### config.mk
export PLATFORM = sky130hd
export DESIGN_NAME = serial_subtractor
export DESIGN_NICKNAME = d
export VERILOG_FILES = /design/src/rtl/serial_subtractor.sv
export SDC_FILE = /design/constraint.sdc
export NUM_CORES = 1
export LEC_CHECK = 0
export ABC_AREA = 0
export BUFFER_PORTS_ARGS = -buffer_cell sky130_fd_sc_hd__buf_2
export CORE_UTILIZATION = 42
export CTS_CLUSTER_SIZE = 30
export DETAILED_ROUTE_END_ITERATION = 7
export MAX_ROUTING_LAYER = met4
export SYNTH_ARGS = -nofsm -noshare
export SYNTH_HDL_FRONTEND = slang
export SYNTH_SLANG_ARGS = --single-unit
### constraint.sdc
create_clock -name clk -period 1.9 [get_ports clk]
set_clock_uncertainty 0.15 [all_clocks]
set_input_delay 0.095 -clock clk [delete_from_list [all_inputs] [get_ports clk]]
set_output_delay 0.095 -clock clk [all_outputs]
set_load 0.05 [all_outputs]
### src/rtl/serial_subtractor.sv
// Bit-serial subtractor: D = A - B - Bin (mod 2^WIDTH), Bout = unsigned borrow, one bit per clock LSB first.
// Latency WIDTH+1 edges from acceptance to done; start is ignored outside IDLE (no queueing).
module serial_subtractor #(
    parameter int WIDTH = 8
) (
    input  logic             clk,
    input  logic             rst,
    input  logic             start,
    input  logic [WIDTH-1:0] A,
    input  logic [WIDTH-1:0] B,
    input  logic             Bin,
    output logic             busy,
    output logic             done,
    output logic [WIDTH-1:0] D,
    output logic             Bout
);

    localparam int CW = $clog2(WIDTH) + 1;
    localparam logic [CW-1:0] LAST = CW'(WIDTH - 1);

    typedef enum logic [1:0] {
        IDLE  = 2'd0,
        SHIFT = 2'd1,
        DONE  = 2'd2
    } state_t;

    state_t           r_state;
    logic [WIDTH-1:0] r_a;
    logic [WIDTH-1:0] r_b;
    logic [WIDTH-1:0] r_res;
    logic             r_br;
    logic [CW-1:0]    r_cnt;

    logic             w_d;
    logic             w_br_next;
    logic [WIDTH-1:0] w_res_next;

    // One full-subtractor cell applied to the current LSBs.
    assign w_d        = r_a[0] ^ r_b[0] ^ r_br;
    assign w_br_next  = (~r_a[0] & r_b[0]) | (~(r_a[0] ^ r_b[0]) & r_br);
    assign w_res_next = {w_d, r_res[WIDTH-1:1]};

    always_ff @(posedge clk or posedge rst) begin
        if (rst) begin
            r_state <= IDLE;
            r_a     <= '0;
            r_b     <= '0;
            r_res   <= '0;
            r_br    <= 1'b0;
            r_cnt   <= '0;
            busy    <= 1'b0;
            done    <= 1'b0;
            D       <= '0;
            Bout    <= 1'b0;
        end else begin
            case (r_state)
                IDLE: begin
                    if (start) begin
                        r_a     <= A;
                        r_b     <= B;
                        r_br    <= Bin;
                        r_res   <= '0;
                        r_cnt   <= '0;
                        busy    <= 1'b1;
                        r_state <= SHIFT;
                    end
                end
                SHIFT: begin
                    r_a   <= r_a >> 1;
                    r_b   <= r_b >> 1;
                    r_br  <= w_br_next;
                    r_res <= w_res_next;
                    r_cnt <= r_cnt + CW'(1);
                    // Publish only on the last bit so D/Bout never show a partial result.
                    if (r_cnt == LAST) begin
                        D       <= w_res_next;
                        Bout    <= w_br_next;
                        busy    <= 1'b0;
                        done    <= 1'b1;
                        r_state <= DONE;
                    end
                end
                DONE: begin
                    done    <= 1'b0;
                    r_state <= IDLE;
                end
                default: begin
                    busy    <= 1'b0;
                    done    <= 1'b0;
                    r_state <= IDLE;
                end
            endcase
        end
    end

endmodule

==> out/results.tsv <==
metric	value	unit
power.internal	2.17	mW
ys_top_cells_by_count	dfrtp_1 (41), nand2_1 (16), o21ai_0 (16), a22o_1 (10), a31oi_1 (8)	
io_buffers	30	
synthDistinctLibCells	29	
hold_viol_final	0	
synthFlopType	dfrtp_1	
post_cts_buffers	0	
fin_crit_sh	85.9	%
maxCapViolations	0	
fmax	0.613	GHz
ys_async_sr_fraction	100	%
synthTopCellsByArea	dfrtp_1 (58%), a22o_1 (4.9%), o21ai_0 (4.5%)	
cts_buffers	5	
syn_area	0.00177	mm2
seq_area_frac_synth	57.8	%
yosysMostFrequentCell	dfrtp_1	
root_buffer	clkbuf_8	
grt-busiest-layer	met2	
dp_cells	228	
worstHoldPathType	in -> reg	
vias	1358	
grtUsageMet1	25.0	%
setup_tns	0	ps
drive_gt1_share	26.1	%
htreeDepth	2	
antenna_found_initial	0	
path_clk_slew	80	ps
grt_pass1_vias	1298	
power_density	1640	mW/mm2
synth_area_per_cell	11.7	um2
cts_max_path_buffers	2	
grt_max_degree	42	
start_util	44.0	%
routed_via_density	5.37	
critPathKind	reg -> reg	
endpoint_kind	flop	
diodes	0	
switching_power	1.53	mW
yosysTopAreaCell	dfrtp_1	
setup_viol	0	
tritoncts	yes	
overflow	0	
worstPathMaxFanout	9	
switching_share	41.3	%
required	1930	ps
stdcell_count	253	
synth_top_area_share	57.8	%
route.detailed.drc	0	
drt_iter0_drc	56	
grt_pass1_wl	6030	um
slew_violations	0	
slew-limit-headroom	65.5	%
synth_edf_count	0	
io_pins	31	
startpoint_type	flop	
dieHeight	67.0	um
ys_ff_latch	41	
status	complete, no violations	
area_delta_synth_final	27.2	%
cts.repair.resized	0	
fp.dieW	67.0	um
yosys_warnings	0	
gp_congestion	0.786	
ant_nets	0	
use_met2	28.7	%
worstSkewPairLatency	290	ps
core-area	0.00403	mm2
final_nets	225	
dr.pass1.iters	4	
crit_path_top_delay_cell	dfrtp_1	
path_cells	ha_1, nand3b_4, nor2_8, mux2_2	
rows	23	
p_seq_share	40.3	%
ctsHoldBuffers	18	
rsz0062_at_grt	false	
slowest_delay	420	ps
cts_sinks	41	
timing.final.crit_period	1630	ps
post-dp-hpwl	2460	um
synth_cells	151	
cp_data_arrival_time	1660	ps
power	3.70	mW
dieArea	0.00449	mm2
vdd_ir_drop_max	0.000767	V
pwr-share-clk	15.5	%
drt-wirelength-per-cell	14.3	um
tightest_slew	517	ps
synth_nets	173	
combPwrFrac	44.1	%
track_usage	19.0	%
leakage	1.08	nW
met3_usage	5.14	%
wirelength	3620	um
==> per-stage QoR <==
step / setup WS [ps] / utilization [%] / instance area [um2] / hold WS (ps)
after floorplan: 404 / - / 1770 / 77.5
after global placement: 344 / 49.3 / 1990 / 88.8
after detailed placement: 272 / 49.3 / 1990 / 106
after CTS: 259 / 56.0 / 2260 / 102
after global routing: 207 / 56.0 / 2260 / 128
final: 268 / 56.0 / 2260 / 113
==> power by group through the flow <==
stage	Clock, mW	Sequential [mW]	Combinational [mW]
after floorplan	0	1.81	0.893
after global placement	0	1.48	1.58
after detailed placement	0	1.51	1.62
after CTS	0.594	1.49	1.66
after global routing	0.625	1.54	1.78
final	0.574	1.49	1.63
==> sequential cells by signal (all words and copies together) (netlist names) <==
signal	count
done	1
busy	1
Bout	1
r_br	1
r_b	8
r_state	2
r_cnt	4
r_res	7
D	8
r_a	8
==> cells by family (layout without fill, tap and decap cells) <==
logic type	count (synthesis)	after routing	synth area share [%]
buf+inv	17	69	4.51
flops	41	41	57.8
simple gates	31	31	10.5
compound gates	52	52	20.2
fa+ha+maj	2	2	1.83
mux	8	8	5.08
==> final cells by class <==
type | count | area, um2
clock buffer | 6 | 82.6
clock inverter | 1 | 7.51
fill | 380 | 1770
inverter | 7 | 26.3
multi-input combinational | 93 | 668
sequential | 41 | 1030
tap | 50 | 62.6
timing repair buffer | 55 | 383
==> placed cells by master (no fill, tap or decap), types with 2 or more instances in the layout <==
cell type,synthesis,routed
dfrtp_1,41,41
o22ai_1,3,3
nand2_1,16,16
mux2_1,3,3
o21ai_0,16,16
a22oi_1,7,7
dlygate4sd3_1,0,18
nor2b_1,3,3
inv_1,7,7
buf_4,2,7
a31oi_1,8,8
buf_2,7,30
mux2_2,5,5
a21oi_1,2,2
and2_1,7,7
a22o_1,10,10
clkbuf_8,0,6
==> worst max-delay path: cells and delay by family, from the launching register on <==
kind	cells	cell delay, ps
AND/OR/NAND/NOR	2	340
multiplexers	1	360
flip-flops	1	420
adder cells (fa/ha/maj)	1	260
==> worst paths after layout <==
check	end	cells past startpoint	slack, ps	start
max	D[3]$_DFFE_PP0P_	4	270	r_cnt[0]$_DFFE_PP0P_
min	r_a[1]$_DFFE_PP0P_	3	110	start
max reg2reg	D[3]$_DFFE_PP0P_	4	270	r_cnt[0]$_DFFE_PP0P_
min reg2reg	r_a[6]$_DFFE_PP0P_	2	330	r_a[6]$_DFFE_PP0P_
max in group asynchronous	r_a[4]$_DFFE_PP0P_	4	920	rst
min in group asynchronous	r_res[5]$_DFFE_PP0P_	4	310	rst
==> layer usage <==
layer  wire, um  part of all wire, %
met5          0                    0
met4         10                 0.28
met3        132                  3.6
met2       1800                   50
met1       1680                   46
No activity file was read; power rests on OpenSTA's default activity.
